`config.mk`:
```
export PLATFORM = sky130hd
export DESIGN_NAME = scariv_fpu_wb_arb_flat
export DESIGN_NICKNAME = d
export VERILOG_FILES = /design/src/rtl/scariv_fpu_wb_arb_if.sv /design/src/rtl/scariv_fpu_wb_arb.sv /design/src/flat_wrapper.sv
export SDC_FILE = /design/constraint.sdc
export NUM_CORES = 1
export LEC_CHECK = 0
export BUFFER_PORTS_ARGS = -buffer_cell sky130_fd_sc_hd__buf_2
export CAP_MARGIN = 15
export CORE_MARGIN = 4
export CORE_UTILIZATION = 38
export DETAILED_ROUTE_END_ITERATION = 12
export GPL_TIMING_DRIVEN = 0
export PLACE_DENSITY = 0.57
export SLEW_MARGIN = 25
export SYNTH_ARGS = -nofsm -noshare
export SYNTH_HDL_FRONTEND = slang
export SYNTH_SLANG_ARGS = --single-unit
```
`constraint.sdc`:
```
create_clock -name i_clk -period 4.55 [get_ports i_clk]
set_clock_uncertainty 0.1 [all_clocks]
set_input_delay 0.6825 -clock i_clk [delete_from_list [all_inputs] [get_ports i_clk]]
set_output_delay 0.6825 -clock i_clk [all_outputs]
set_load 0.05 [all_outputs]
```
`src/rtl/scariv_fpu_wb_arb_if.sv`:
```
// Result/handshake bundle between the FPU pipe, the FP write-back arbiter and the FP register file.
interface scariv_fpu_wb_arb_if #(
    parameter int RNID_W   = 7,
    parameter int DATA_W   = 64,
    parameter int CMT_ID_W = 7
);
    logic                mv_valid;
    logic [RNID_W-1:0]   mv_rd;
    logic [DATA_W-1:0]   mv_data;
    logic [CMT_ID_W-1:0] mv_cmt_id;

    logic                fp_valid;
    logic                fp_ready;
    logic [RNID_W-1:0]   fp_rd;
    logic [DATA_W-1:0]   fp_data;
    logic [CMT_ID_W-1:0] fp_cmt_id;
    logic [4:0]          fp_fflags;

    logic                flush_valid;
    logic [CMT_ID_W-1:0] flush_cmt_id;

    logic                wb_valid;
    logic [RNID_W-1:0]   wb_rd;
    logic [DATA_W-1:0]   wb_data;
    logic                done_valid;
    logic [CMT_ID_W-1:0] done_cmt_id;
    logic [4:0]          done_fflags;

    modport slave (
        input  mv_valid, mv_rd, mv_data, mv_cmt_id,
        input  fp_valid, fp_rd, fp_data, fp_cmt_id, fp_fflags,
        output fp_ready,
        input  flush_valid, flush_cmt_id,
        output wb_valid, wb_rd, wb_data, done_valid, done_cmt_id, done_fflags
    );

    modport master (
        output mv_valid, mv_rd, mv_data, mv_cmt_id,
        output fp_valid, fp_rd, fp_data, fp_cmt_id, fp_fflags,
        input  fp_ready,
        output flush_valid, flush_cmt_id,
        input  wb_valid, wb_rd, wb_data, done_valid, done_cmt_id, done_fflags
    );
endinterface

```
`src/rtl/scariv_fpu_wb_arb.sv`:
```
// FP write-back arbiter: mv result beats FPnew, losing FPnew results wait in an in-order FIFO.
// Optional perf counters are enabled with the macro SCARIV_FPU_WB_PERF_EN.
module scariv_fpu_wb_arb #(
    parameter int RNID_W     = 7,
    parameter int DATA_W     = 64,
    parameter int CMT_ID_W   = 7,
    parameter int FIFO_DEPTH = 4
) (
    input  logic               i_clk,
    input  logic               i_reset,
`ifdef SCARIV_FPU_WB_PERF_EN
    output logic [31:0]        o_perf_fp_stall,
    output logic [31:0]        o_perf_conflict,
`endif
    scariv_fpu_wb_arb_if.slave bus
);
    localparam int IDX_W = $clog2(FIFO_DEPTH);
    localparam int PTR_W = IDX_W + 1;

    // x is younger than f when the wrapped distance lies in the lower half of the id space
    function automatic logic is_younger(input logic [CMT_ID_W-1:0] x, input logic [CMT_ID_W-1:0] f);
        logic [CMT_ID_W-1:0] diff;
        diff = x - f;
        return (diff != '0) && !diff[CMT_ID_W-1];
    endfunction

    logic [FIFO_DEPTH-1:0] ent_vld;
    logic [RNID_W-1:0]     ent_rd     [FIFO_DEPTH];
    logic [DATA_W-1:0]     ent_data   [FIFO_DEPTH];
    logic [CMT_ID_W-1:0]   ent_cmt_id [FIFO_DEPTH];
    logic [4:0]            ent_fflags [FIFO_DEPTH];

    logic [PTR_W-1:0] rd_ptr, wr_ptr, occupancy;
    logic [IDX_W-1:0] rd_idx, wr_idx;
    logic             fifo_empty, fp_ready;

    assign occupancy  = wr_ptr - rd_ptr;
    assign rd_idx     = rd_ptr[IDX_W-1:0];
    assign wr_idx     = wr_ptr[IDX_W-1:0];
    assign fifo_empty = (occupancy == '0);
    assign fp_ready   = (occupancy < PTR_W'(FIFO_DEPTH));
    assign bus.fp_ready = fp_ready;

    logic                mv_take, fp_take, head_live, pop, bypass, push;
    logic                sel_vld;
    logic [RNID_W-1:0]   sel_rd;
    logic [DATA_W-1:0]   sel_data;
    logic [CMT_ID_W-1:0] sel_cmt_id;
    logic [4:0]          sel_fflags;

    // Stage p0: flush filtering and source selection
    always_comb begin
        mv_take   = bus.mv_valid &&
                    !(bus.flush_valid && is_younger(bus.mv_cmt_id, bus.flush_cmt_id));
        fp_take   = bus.fp_valid && fp_ready &&
                    !(bus.flush_valid && is_younger(bus.fp_cmt_id, bus.flush_cmt_id));
        head_live = ent_vld[rd_idx] &&
                    !(bus.flush_valid && is_younger(ent_cmt_id[rd_idx], bus.flush_cmt_id));
        pop       = !mv_take && !fifo_empty;
        bypass    = !mv_take && fifo_empty && fp_take;
        push      = fp_take && !bypass;

        sel_vld    = 1'b0;
        sel_rd     = bus.mv_rd;
        sel_data   = bus.mv_data;
        sel_cmt_id = bus.mv_cmt_id;
        sel_fflags = 5'd0;
        if (mv_take) begin
            sel_vld = 1'b1;
        end else if (pop) begin
            sel_vld    = head_live;
            sel_rd     = ent_rd[rd_idx];
            sel_data   = ent_data[rd_idx];
            sel_cmt_id = ent_cmt_id[rd_idx];
            sel_fflags = ent_fflags[rd_idx];
        end else if (bypass) begin
            sel_vld    = 1'b1;
            sel_rd     = bus.fp_rd;
            sel_data   = bus.fp_data;
            sel_cmt_id = bus.fp_cmt_id;
            sel_fflags = bus.fp_fflags;
        end
    end

    always_ff @(posedge i_clk or posedge i_reset) begin
        if (i_reset) begin
            rd_ptr  <= '0;
            wr_ptr  <= '0;
            ent_vld <= '0;
        end else begin
            // flushed entries stay in place and are skipped when they reach the head
            for (int i = 0; i < FIFO_DEPTH; i++) begin
                if (bus.flush_valid && is_younger(ent_cmt_id[i], bus.flush_cmt_id)) begin
                    ent_vld[i] <= 1'b0;
                end
            end
            if (pop) begin
                ent_vld[rd_idx] <= 1'b0;
                rd_ptr          <= rd_ptr + PTR_W'(1);
            end
            if (push) begin
                ent_vld[wr_idx] <= 1'b1;
                wr_ptr          <= wr_ptr + PTR_W'(1);
            end
        end
    end

    always_ff @(posedge i_clk) begin
        if (push) begin
            ent_rd[wr_idx]     <= bus.fp_rd;
            ent_data[wr_idx]   <= bus.fp_data;
            ent_cmt_id[wr_idx] <= bus.fp_cmt_id;
            ent_fflags[wr_idx] <= bus.fp_fflags;
        end
    end

    // Stage p1: registered write-back / done report
    logic                wb_vld_p1;
    logic [RNID_W-1:0]   wb_rd_p1;
    logic [DATA_W-1:0]   wb_data_p1;
    logic [CMT_ID_W-1:0] done_cmt_id_p1;
    logic [4:0]          done_fflags_p1;

    always_ff @(posedge i_clk or posedge i_reset) begin
        if (i_reset) begin
            wb_vld_p1      <= 1'b0;
            wb_rd_p1       <= '0;
            wb_data_p1     <= '0;
            done_cmt_id_p1 <= '0;
            done_fflags_p1 <= '0;
        end else begin
            wb_vld_p1 <= sel_vld;
            if (sel_vld) begin
                wb_rd_p1       <= sel_rd;
                wb_data_p1     <= sel_data;
                done_cmt_id_p1 <= sel_cmt_id;
                done_fflags_p1 <= sel_fflags;
            end
        end
    end

    assign bus.wb_valid    = wb_vld_p1;
    assign bus.wb_rd       = wb_rd_p1;
    assign bus.wb_data     = wb_data_p1;
    assign bus.done_valid  = wb_vld_p1;
    assign bus.done_cmt_id = done_cmt_id_p1;
    assign bus.done_fflags = done_fflags_p1;

`ifdef SCARIV_FPU_WB_PERF_EN
    function automatic logic [31:0] sat_inc(input logic [31:0] v);
        return (v == '1) ? v : v + 32'd1;
    endfunction

    always_ff @(posedge i_clk or posedge i_reset) begin
        if (i_reset) begin
            o_perf_fp_stall <= '0;
            o_perf_conflict <= '0;
        end else begin
            if (bus.fp_valid && !fp_ready) begin
                o_perf_fp_stall <= sat_inc(o_perf_fp_stall);
            end
            if (bus.mv_valid && (!fifo_empty || bus.fp_valid)) begin
                o_perf_conflict <= sat_inc(o_perf_conflict);
            end
        end
    end
`endif

    a_fp_ready_proto: assert property (@(posedge i_clk) disable iff (i_reset)
        bus.fp_valid |-> fp_ready);

endmodule

```
`src/flat_wrapper.sv`:
```
// flat-port wrapper written by rule: the top's interface ports become plain ports
module scariv_fpu_wb_arb_flat 
#(
    parameter int RNID_W     = 7,
    parameter int DATA_W     = 64,
    parameter int CMT_ID_W   = 7,
    parameter int FIFO_DEPTH = 4
)
  (i_clk, i_reset, bus_mv_valid, bus_mv_rd, bus_mv_data, bus_mv_cmt_id, bus_fp_valid, bus_fp_rd, bus_fp_data, bus_fp_cmt_id, bus_fp_fflags, bus_fp_ready, bus_flush_valid, bus_flush_cmt_id, bus_wb_valid, bus_wb_rd, bus_wb_data, bus_done_valid, bus_done_cmt_id, bus_done_fflags);
  scariv_fpu_wb_arb_if #(.RNID_W(RNID_W), .DATA_W(DATA_W), .CMT_ID_W(CMT_ID_W)) bus_i ();
  input  logic i_clk;
  input  logic i_reset;
  input wire logic [$bits(bus_i.mv_valid)-1:0] bus_mv_valid;
  input wire logic [$bits(bus_i.mv_rd)-1:0] bus_mv_rd;
  input wire logic [$bits(bus_i.mv_data)-1:0] bus_mv_data;
  input wire logic [$bits(bus_i.mv_cmt_id)-1:0] bus_mv_cmt_id;
  input wire logic [$bits(bus_i.fp_valid)-1:0] bus_fp_valid;
  input wire logic [$bits(bus_i.fp_rd)-1:0] bus_fp_rd;
  input wire logic [$bits(bus_i.fp_data)-1:0] bus_fp_data;
  input wire logic [$bits(bus_i.fp_cmt_id)-1:0] bus_fp_cmt_id;
  input wire logic [$bits(bus_i.fp_fflags)-1:0] bus_fp_fflags;
  output wire logic [$bits(bus_i.fp_ready)-1:0] bus_fp_ready;
  input wire logic [$bits(bus_i.flush_valid)-1:0] bus_flush_valid;
  input wire logic [$bits(bus_i.flush_cmt_id)-1:0] bus_flush_cmt_id;
  output wire logic [$bits(bus_i.wb_valid)-1:0] bus_wb_valid;
  output wire logic [$bits(bus_i.wb_rd)-1:0] bus_wb_rd;
  output wire logic [$bits(bus_i.wb_data)-1:0] bus_wb_data;
  output wire logic [$bits(bus_i.done_valid)-1:0] bus_done_valid;
  output wire logic [$bits(bus_i.done_cmt_id)-1:0] bus_done_cmt_id;
  output wire logic [$bits(bus_i.done_fflags)-1:0] bus_done_fflags;
  assign bus_i.mv_valid = bus_mv_valid;
  assign bus_i.mv_rd = bus_mv_rd;
  assign bus_i.mv_data = bus_mv_data;
  assign bus_i.mv_cmt_id = bus_mv_cmt_id;
  assign bus_i.fp_valid = bus_fp_valid;
  assign bus_i.fp_rd = bus_fp_rd;
  assign bus_i.fp_data = bus_fp_data;
  assign bus_i.fp_cmt_id = bus_fp_cmt_id;
  assign bus_i.fp_fflags = bus_fp_fflags;
  assign bus_fp_ready = bus_i.fp_ready;
  assign bus_i.flush_valid = bus_flush_valid;
  assign bus_i.flush_cmt_id = bus_flush_cmt_id;
  assign bus_wb_valid = bus_i.wb_valid;
  assign bus_wb_rd = bus_i.wb_rd;
  assign bus_wb_data = bus_i.wb_data;
  assign bus_done_valid = bus_i.done_valid;
  assign bus_done_cmt_id = bus_i.done_cmt_id;
  assign bus_done_fflags = bus_i.done_fflags;
  scariv_fpu_wb_arb #(.RNID_W(RNID_W), .DATA_W(DATA_W), .CMT_ID_W(CMT_ID_W), .FIFO_DEPTH(FIFO_DEPTH)) u_core (.i_clk(i_clk), .i_reset(i_reset), .bus(bus_i));
endmodule
```
==> reports/qor.txt, run 1 <==
Initial Utilization: 38.5%
Pre-Repair DR Iteration Count: 5
GRT Resource Usage Total: 20.6%
cell internal pwr: 10.3 mW
Root Driver: clkbuf_16
Worst Slack Setup Final: 0.206 ns
Mapped Cells: 1432
Cell Area, Synth: 19800 µm²
Critical Path RT: 4.94 ns
Worst-Margin Slew: 1.13 ns
Switching Share: 43.2%
number of H-tree levels: 2
non-filler cells, final: 2469
Worst-path clk slew: 0.06 ns
FFs w/ async S/R, synth: 22.1%
Crit. End Element: flip-flop
LEAKAGE: 8.48 nW
Place WS: -0.991 ns
Seq pwr share: 30.9%
Final Cycle Share: 95.5%
#FFs+latches synth: 426
worst hold path class: in -> reg
sequential fraction of the synthesis area: 62.1%
Post-CTS Setup Inserts: 0
clock latency on the worst-skew pair: 0.57 ns
Final Max Slew Viols: 0
CTS tree: built
syn_nets: 1657
Vias: 14000
Fin. Hold Viols: 0
initial antenna violation count: 7
row count: 83
# setup viols final: 0
Pwr Density: 763 nW/µm²
Remaining Overflow, GRT: 0
IO Port Bufs: 257
Util after Layout: 46.2%
MaxCap Viol Count: 0
Primary FF master, synth: edfxtp_1
number of nets in the layout: 1973
Startpoint Class: primary input
proportion of layout cells with a drive suffix above 1: 27.4%
io pins: 259
Area Overhead vs Synth: 20.1%
total power draw: 18.2 mW
largest net degree at the start of global routing: 60
Avg Inst Size Synth: 13.8 µm²
Die ar.: 55900 µm²
HPWL Detailed: 40.7 mm
Psw: 7.84 mW
critical path fanouts, max: 10
final WL: 59.1 mm
Yosys cell types: 58
Post-synth EDFFs: 332
Routed Antenna Nets: 0
Clk pwr share: 21.1%
Synthesis Warnings: 0
Slew Limit Headroom: 24.4%
Core ar.: 51500 µm²
GPL Wtd Cong: 0.846
setup TNS: 0 ns
max frequency: 0.230 GHz
Crit Path Class: in -> reg
worst path arrival time: 4.74 ns
status: complete, no violations
logic gate share of total power: 48.1%
first-pass GRT wire length: 89.3 mm
Die Y: 236 µm
Die X: 236 µm
Via density: 5.65
Placed Cells: 2378
vias in the first global route: 14500
Sink Count: 426
worst-case clock buffer depth: 3
routed len/inst: 23.9 µm
RSZ-0062 raised after global routing: false
drt initial violations: 1057
post-layout min period: 4.34 ns
drt drc: 0
Worst VDD drop: 0.338 mV
Num CTS Buffers: 47
==> placed cells by master, fill, tap and decap left out, types with 14 or more instances in the layout <==
cell type / netlist / routed
nand3_1: 15 / 14
o21ai_0: 15 / 15
edfxtp_1: 332 / 332
xnor2_1: 15 / 14
ha_1: 51 / 51
clkbuf_1: 60 / 74
clkbuf_16: 0 / 48
nor4_1: 74 / 74
a21oi_1: 146 / 146
or4_1: 73 / 73
inv_1: 22 / 21
buf_2: 31 / 284
nor2_1: 156 / 156
nand2_1: 23 / 22
a211oi_1: 79 / 79
mux4_2: 84 / 84
dfrtp_1: 94 / 93
==> routing by layer <==
layer  part of all wire, %  GRT usage (%)  up-vias
li1                      -              -     6332
met1                    45           29.0     7053
met2                    46           33.1      456
met3                   5.8           3.61      100
met4                   2.5           5.82       10
met5                  0.13              0        -
==> registers in the layout, summed over array words and instances (netlist names) <==
signal	flops
u_core.bus.done_cmt_id	7
u_core.bus.done_fflags	5
u_core.bus.done_valid	1
u_core.bus.wb_data	64
u_core.bus.wb_rd	7
u_core.ent_cmt_id	28
u_core.ent_data	256
u_core.ent_fflags	20
u_core.ent_rd	28
u_core.ent_vld	4
u_core.rd_ptr	3
u_core.wr_ptr	3
==> Yosys cell counts (2+ instances only) <==
| cell type | count | area [µm²] |
|---|---|---|
| nor4_1 | 74 | 463 |
| dfrtp_1 | 94 | 2350 |
| nand3_1 | 15 | 75.1 |
| nor3b_1 | 3 | 22.5 |
| xor2_1 | 13 | 114 |
| a21oi_2 | 4 | 35.0 |
| o211ai_1 | 6 | 45.0 |
| a32oi_1 | 4 | 35.0 |
| a41o_1 | 3 | 30.0 |
| xnor2_1 | 15 | 131 |
| nor2_1 | 156 | 586 |
| nor2b_1 | 7 | 43.8 |
| a21oi_1 | 146 | 731 |
| buf_2 | 31 | 155 |
| buf_4 | 5 | 37.5 |
| a311o_1 | 2 | 20.0 |
| a31o_2 | 4 | 35.0 |
| a31oi_1 | 10 | 62.6 |
| buf_6 | 9 | 101 |
| clkbuf_1 | 60 | 225 |
| and3_1 | 8 | 50.1 |
| mux4_2 | 84 | 1890 |
| nand2b_1 | 13 | 81.3 |
| edfxtp_1 | 332 | 9970 |
| nand2_1 | 23 | 86.3 |
| a221oi_1 | 2 | 17.5 |
| buf_1 | 9 | 33.8 |
| nor3_1 | 5 | 25.0 |
| inv_1 | 22 | 82.6 |
| o31ai_1 | 11 | 82.6 |
| a21o_1 | 4 | 30.0 |
| o21ai_1 | 3 | 15.0 |
| ha_1 | 51 | 638 |
| and2_1 | 14 | 87.6 |
| nand4_1 | 3 | 18.8 |
| or4_1 | 73 | 548 |
| o21ai_0 | 15 | 75.1 |
| a211oi_1 | 79 | 593 |
==> repair_timing <==
action                                  CTS  global route
cloned                                    0             2
hold endpoints to repair                  7             0
endpoints found under the setup margin   84           137
gates resized for setup                   8             8
hold buffers                              1             0
pin swaps                                 0             1
==> path summary, 6_finish.rpt <==
check	endpoint	cells past startpoint	slack, ns	start
worst min register to register	u_core.wr_ptr[2]	1	0.38	u_core.wr_ptr[2]
worst max-delay path	u_core.bus.wb_data[62]	12	0.21	bus_flush_cmt_id[5]
worst min-delay path	u_core.ent_data[1][17]	1	0.24	bus_fp_data[17]
max in group asynchronous	u_core.rd_ptr[1]	4	3.11	i_reset
min in group asynchronous	u_core.bus.wb_data[20]	3	0.54	i_reset
worst max register to register	u_core.bus.wb_data[18]	15	0.25	u_core.rd_ptr[1]
==> worst max-delay path, cell delays in order <==
cell      delay [ns]
buf_2           0.10
inv_1           0.28
ha_1            0.33
or4_1           0.53
o21ai_0         0.17
a32oi_1         0.16
nand2_2         0.45
buf_2           0.61
clkbuf_1        0.52
clkbuf_1        0.61
a21oi_1         0.08
a21oi_1         0.18
==> metrics by stage <==
| stage | hold slack (ns) | area [µm²] |
|---|---|---|
| floorplan | 0.361 | 19800 |
| global placement | 0.374 | 22000 |
| detailed placement | 0.375 | 22200 |
| CTS | 0.211 | 23800 |
| global route | 0.233 | 23800 |
| finish | 0.244 | 23800 |
==> cell families (layout without fill, tap and decap cells) <==
kind of cell	after synthesis	count (layout)	share of synthesized area, %
compound gates	304	304	9.63
xor+xnor	28	28	1.24
fa+ha+maj	52	52	3.32
buf+inv	137	490	3.23
flops	426	426	62.1
mux	86	86	9.65
other cells	0	2	0
simple gates	399	401	10.8
==> power groups by stage <==
stage	registers [mW]	clock network [mW]	logic (mW)
6_report	5.61	3.82	8.73
2_1_floorplan	6.91	0	4.65
5_1_grt	5.69	4.05	9.43
3_5_place_dp	5.68	0	8.70
3_3_place_gp	5.68	0	8.52
4_1_cts	5.61	3.89	8.75
==> final cells by class <==
cell class | instances | area, µm²
fillers | 4703 | 27700
flip-flops and latches | 426 | 12300
multi-input cells | 871 | 6920
repair buffers | 267 | 1510
clock buffers | 65 | 1280
well taps | 680 | 851
plain buffers | 113 | 578
clock inverters | 23 | 251
inverters | 22 | 87.6
diodes | 2 | 5.00
No activity file was read; power rests on OpenSTA's default activity.
==> run 2: changes to the inputs <==
--- a/config.mk
+++ b/config.mk
@@ -11,7 +11,7 @@
 export CORE_UTILIZATION = 38
 export DETAILED_ROUTE_END_ITERATION = 12
 export GPL_TIMING_DRIVEN = 0
-export PLACE_DENSITY = 0.57
+export PLACE_DENSITY = 0.54
 export SLEW_MARGIN = 25
 export SYNTH_ARGS = -nofsm -noshare
 export SYNTH_HDL_FRONTEND = slang
==> constraint.sdc (replaced) <==
create_clock -name i_clk -period 4.81 [get_ports i_clk]
set_clock_uncertainty 0.1 [all_clocks]
set_input_delay 0.7215 -clock i_clk [delete_from_list [all_inputs] [get_ports i_clk]]
set_output_delay 0.7215 -clock i_clk [all_outputs]
set_load 0.05 [all_outputs]
==> run 2 against run 1 <==
Compared with the run above: global-route usage rose by 0.15 points; combinational power fell by 6.1%; critical path depth rose by 1; sequential power fell by 5.5%; clock power fell by 1%; critical endpoint is now u_core.ent_data[1][14]; largest cell class unchanged; highest routed layer unchanged.
==> reports/qor.txt, run 2 (same netlist as run 1, synthesis figures left out) <==
IO Port Bufs: 257 (unchanged)
fillers: 4734 (+0.66%)
Top reg by flops: u_core.ent_data
setup TNS: 0 ns (unchanged)
Area Overhead vs Synth: 20.2%
Startpoint Class: primary input
Die Y: 236 µm (unchanged)
Seq pwr share: 30.7% (-0.2 points)
commonest cells after routing, fill and taps aside: edfxtp_1, buf_2, nor2_1
Vias: 13900 (-0.36%)
Switching Share: 42.9% (-0.25 points)
max frequency: 0.218 GHz
Worst-Margin Slew: 1.14 ns (+0.0100 ns)
LEAKAGE: 8.49 nW (+0.12%)
first-pass GRT wire length: 89.1 mm (-0.24%)
met2 usage: 33.8% (+0.76 points)
drt drc: 0 (unchanged)
Die X: 236 µm (unchanged)
Core ar.: 51500 µm² (unchanged)
non-filler cells, final: 2466 (-0.12%)
GRT Resource Usage Total: 20.7% (+0.15 points)
post-layout min period: 4.58 ns
Pre-Repair DR Iteration Count: 6 (+1)
# setup viols final: 0 (unchanged)
grt peak-use layer: met2
Psw: 7.42 mW (-5.5%)
post-route cell area: 23800 µm² (+0.13%)
Routed Antenna Nets: 0 (unchanged)
CTS tree: built
Place WS: -0.714 ns (+0.277 ns)
total power draw: 17.3 mW (-4.9%)
status: complete, no violations
logic gate share of total power: 47.5% (-0.6 points)
leading cell type in the layout, fill and taps excluded: edfxtp_1
grt met1 use: 29.3% (+0.25 points)
Final Cycle Share: 95.3%
worst-case clock buffer depth: 3 (unchanged)
Critical Path RT: 4.97 ns (+0.03 ns)
Remaining Overflow, GRT: 0 (unchanged)
Slew Limit Headroom: 23.8% (-0.67 points)
largest net degree at the start of global routing: 63 (+5.0%)
Die ar.: 55900 µm² (unchanged)
Placed Cells: 2379 (+0.042%)
initial antenna violation count: 10 (+3)
worst r2r path cells: 15 (unchanged)
Crit. End Element: flip-flop
row count: 83 (unchanged)
Worst Slack Setup Final: 0.226 ns (+0.0203 ns)
HPWL Detailed: 41.4 mm (+1.7%)
worst hold path class: in -> async
max reg flops: 256 (unchanged)
Post-CTS Hold Fix Bufs: 0 (-1)
Fin. Hold Viols: 0 (unchanged)
worst path arrival time: 4.75 ns (about the same)
Sink Count: 426 (unchanged)
io pins: 259 (unchanged)
cell internal pwr: 9.86 mW (-4.5%)
Final Max Slew Viols: 0 (unchanged)
Num CTS Buffers: 47 (unchanged)
Crit Path Class: in -> reg
drt initial violations: 1060 (+0.28%)
Area after DPL: 22200 µm² (about the same)
proportion of layout cells with a drive suffix above 1: 27.6% (+0.20 points)
critical path fanouts, max: 36 (+26)
number of nets in the layout: 1971 (-0.10%)
clock latency on the worst-skew pair: 0.59 ns (+0.02 ns)
routed len/inst: 24.1 µm (+0.56%)
grt met3 use: 3.78% (+0.16 points)
Clk pwr share: 21.8% (+0.7 points)
Via density: 5.64 (-0.24%)
number of H-tree levels: 2 (unchanged)
RSZ-0062 raised after global routing: false
Initial Utilization: 38.5% (unchanged)
Worst VDD drop: 0.489 mV (+45%)
Worst-path clk slew: 0.06 ns (about the same)
Root Driver: clkbuf_16
GPL Wtd Cong: 0.823 (-2.8%)
vias in the first global route: 14200 (-2.1%)
MaxCap Viol Count: 0 (unchanged)
final WL: 59.3 mm (+0.44%)
Pwr Density: 725 nW/µm² (-5.0%)
run 2: critical path: stages:
cell and delay, ns:
buf_2 0.10, inv_1 0.31, ha_1 0.33, or4_1 0.53, o21ai_0 0.22, a32oi_1 0.16, and2_1 0.19, buf_2 0.26
buf_1 0.33, a21oi_2 0.42, and2_4 0.62, buf_12 0.29, buf_12 0.23
run 2: cell type report:
type	count	area [µm²]	area share, %
tap	680	851	3.57
antenna	1	2.50	0.0105
timing repair buffer	267	1510	6.33
buffer	113	559	2.35
inverter	22	87.6	0.367
clock buffer	60	1250	5.23
multi-input combinational	869	6890	28.9
clock inverter	28	372	1.56
sequential	426	12300	51.7
run 2: routing by layer:
| layer | wire, µm | vias to the layer above |
|---|---|---|
| met5 | 70 | - |
| met4 | 969 | 10 |
| met3 | 3620 | 69 |
| met2 | 28000 | 448 |
| met1 | 26700 | 7060 |
| li1 | - | 6314 |
run 2: through the flow:
| stage | hold slack, ns | util, % |
|---|---|---|
| 6_report | 0.0241 | 46.3 |
| 3_5_place_dp | 0.381 | 43.1 |
| 2_1_floorplan | 0.361 | - |
| 5_1_grt | 0.0261 | 46.3 |
| 3_3_place_gp | 0.373 | 42.6 |
| 4_1_cts | 0.00459 | 46.2 |
run 2: timing repair:
item	4_1_cts	5_1_grt
resized for setup	3	6
endpoints found under the setup margin	84	61
buffers inserted	0	0
run 2: worst paths after layout:
kind / start / end / slack [ns]
setup / recovery: bus_flush_cmt_id[5] / u_core.ent_data[1][14] / 0.23
min in group i_clk: bus_fp_data[25] / u_core.ent_data[0][25] / 0.27
setup reg to reg: u_core.rd_ptr[1] / u_core.bus.wb_data[33] / 0.28
hold reg to reg: u_core.wr_ptr[2] / u_core.wr_ptr[2] / 0.39
hold / removal: i_reset / u_core.bus.wb_data[24] / 0.02
max in group asynchronous: i_reset / u_core.bus.wb_data[55] / 3.91
run 2: power by group through the flow:
| stage | combinational, mW | clock [mW] | sequential, mW |
|---|---|---|---|
| after floorplan | 4.40 | 0 | 6.54 |
| after global placement | 8.08 | 0 | 5.38 |
| after detailed placement | 8.27 | 0 | 5.37 |
| after CTS | 8.28 | 3.87 | 5.30 |
| after global routing | 8.85 | 4.01 | 5.38 |
| final | 8.20 | 3.77 | 5.30 |
==> run 3: changes to the inputs <==
==> constraint.sdc (replaced) <==
create_clock -name i_clk -period 4.81 [get_ports i_clk]
set_clock_uncertainty 0.1 [all_clocks]
set_input_delay 0.481 -clock i_clk [delete_from_list [all_inputs] [get_ports i_clk]]
set_output_delay 0.481 -clock i_clk [all_outputs]
set_load 0.05 [all_outputs]
==> run 3 against run 2 <==
Compared with the run above: via count hardly changed; total power about the same; count of clock-buffer cells in the layout unchanged; first-iteration DRC count grew 0.19%; register-to-register slack got worse by 0.03 ns; cell count is 0.49% higher; routed wire length hardly changed; largest cell class unchanged.
==> reports/qor.txt, run 3 (same netlist as run 1, synthesis figures left out) <==
Routed Antenna Nets: 0 (unchanged)
max reg flops: 256 (unchanged)
Place WS: -0.714 ns (unchanged)
post-layout min period: 4.56 ns (-0.0288 ns)
final WL: 59.4 mm (about the same)
first-pass GRT wire length: 89.3 mm (+0.22%)
drt initial violations: 1062 (+0.19%)
fillers: 4724 (-0.21%)
proportion of layout cells with a drive suffix above 1: 27.4% (-0.24 points)
critical path fanouts, max: 10 (-72%)
Area Overhead vs Synth: 20.8%
Sink Count: 426 (unchanged)
Via density: 5.61 (-0.41%)
worst path arrival time: 4.96 ns (+0.21 ns)
Post-CTS Setup Inserts: 0 (unchanged)
Top reg by flops: u_core.ent_data
Die X: 236 µm (unchanged)
Core ar.: 51500 µm² (unchanged)
routed len/inst: 24.0 µm (-0.39%)
Psw: 7.42 mW (about the same)
Vias: 13900 (+0.072%)
Remaining Overflow, GRT: 0 (unchanged)
max frequency: 0.220 GHz (+0.63%)
initial antenna violation count: 10 (unchanged)
setup TNS: 0 ns (unchanged)
Pre-Repair DR Iteration Count: 6 (unchanged)
IO Port Bufs: 257 (unchanged)
GPL Wtd Cong: 0.823 (unchanged)
drt drc: 0 (unchanged)
io pins: 259 (unchanged)
Die ar.: 55900 µm² (unchanged)
MaxCap Viol Count: 0 (unchanged)
number of nets in the layout: 1983 (+0.61%)
# setup viols final: 0 (unchanged)
worst-case clock buffer depth: 3 (unchanged)
commonest cells after routing, fill and taps aside: edfxtp_1, buf_2, nor2_1
Initial Utilization: 38.5% (unchanged)
worst hold path class: in -> reg
Placed Cells: 2379 (unchanged)
clock latency on the worst-skew pair: 0.59 ns (about the same)
multi-input logic area: 6890 µm² (about the same)
LEAKAGE: 8.54 nW (+0.59%)
row count: 83 (unchanged)
Switching Share: 42.9% (about the same)
Num CTS Buffers: 47 (unchanged)
cell internal pwr: 9.86 mW (about the same)
Util after Layout: 46.5% (+0.23 points)
Final Max Slew Viols: 0 (unchanged)
Worst-path clk slew: 0.06 ns (about the same)
non-filler cells, final: 2478 (+0.49%)
Crit. End Element: flip-flop
leading cell type in the layout, fill and taps excluded: edfxtp_1
Pwr Density: 721 nW/µm² (-0.44%)
CTS tree: built
Worst-Margin Slew: 1.11 ns (-0.0378 ns)
Root Driver: clkbuf_16
Worst Slack Setup Final: 0.255 ns (+0.0288 ns)
Final Cycle Share: 94.7% (-0.60 points)
Critical Path RT: 5.22 ns (+0.25 ns)
number of H-tree levels: 2 (unchanged)
status: complete, no violations
Clk pwr share: 21.8% (about the same)
Die Y: 236 µm (unchanged)
HPWL Detailed: 41.4 mm (unchanged)
logic gate share of total power: 47.5% (about the same)
Seq pwr share: 30.7% (about the same)
largest net degree at the start of global routing: 63 (unchanged)
Register Area: 12300 µm² (unchanged)
GRT Resource Usage Total: 20.7% (about the same)
Worst VDD drop: 0.487 mV (-0.44%)
vias in the first global route: 14300 (+0.58%)
Crit Path Class: reg -> reg
Fin. Hold Viols: 0 (unchanged)
Slew Limit Headroom: 26.3% (+2.5 points)
Startpoint Class: flip-flop
-- run 3: path summary, 6_finish.rpt --
path,startpoint,to,slack [ns],cells past startpoint
max,u_core.rd_ptr[1],u_core.bus.wb_data[33],0.25,15
min,bus_fp_data[34],u_core.ent_data[1][34],0.03,1
max reg2reg,u_core.rd_ptr[1],u_core.bus.wb_data[33],0.25,15
min reg2reg,u_core.wr_ptr[2],u_core.wr_ptr[2],0.39,1
max in group asynchronous,i_reset,u_core.bus.wb_data[55],3.59,4
min in group asynchronous,i_reset,u_core.bus.wb_data[24],0.34,3
-- run 3: power by group through the flow --
stage	clock network [mW]	logic, mW	registers (mW)
2_1_floorplan	0	4.40	6.54
3_3_place_gp	0	8.08	5.38
3_5_place_dp	0	8.27	5.37
4_1_cts	3.87	8.29	5.30
5_1_grt	4.01	8.86	5.38
6_report	3.77	8.21	5.30
-- run 3: metal layers --
metal / GRT usage, % / part of all wire (%)
met1: 29.3 / 45
met2: 33.9 / 47
met5: 0 / 0.13
met3: 3.75 / 5.7
met4: 4.42 / 1.6
-- run 3: timing repair --
item	in CTS	in global routing
pin swaps	0	0
hold buffers	12	0
gates resized for setup	3	5
endpoints found under the setup margin	84	61
hold endpoints to repair	73	0
-- run 3: layout make-up --
cell class	count	area share, %
Antenna cell	1	0.0104
Multi-Input combinational cell	869	28.7
Timing Repair Buffer	279	6.80
Tap cell	680	3.55
Buffer	113	2.33
Inverter	22	0.366
Sequential cell	426	51.4
Clock buffer	60	5.20
Clock inverter	28	1.55
-- run 3: worst max-delay path, stage by stage (launching register included) --
cell and delay (ns):
dfrtp_1 0.51, clkbuf_4 0.32, clkbuf_4 0.28, mux4_2 0.36
ha_1 0.35, a21oi_2 0.13, nand2_1 0.11, a41oi_1 0.35
a311o_1 0.26, a21oi_2 0.07, a211oi_2 0.39, buf_6 0.27
buf_4 0.34, buf_2 0.32, a21oi_1 0.11, a21oi_1 0.19
-- run 3: metrics by stage --
stage	instance area, µm²	power (mW)	hold slack (ns)
2_1_floorplan	19800	10.9	0.361
3_3_place_gp	22000	13.5	0.373
3_5_place_dp	22200	13.6	0.381
5_1_grt	24000	18.2	0.0182
6_report	24000	17.3	0.0321
4_1_cts	23900	17.5	0.000469
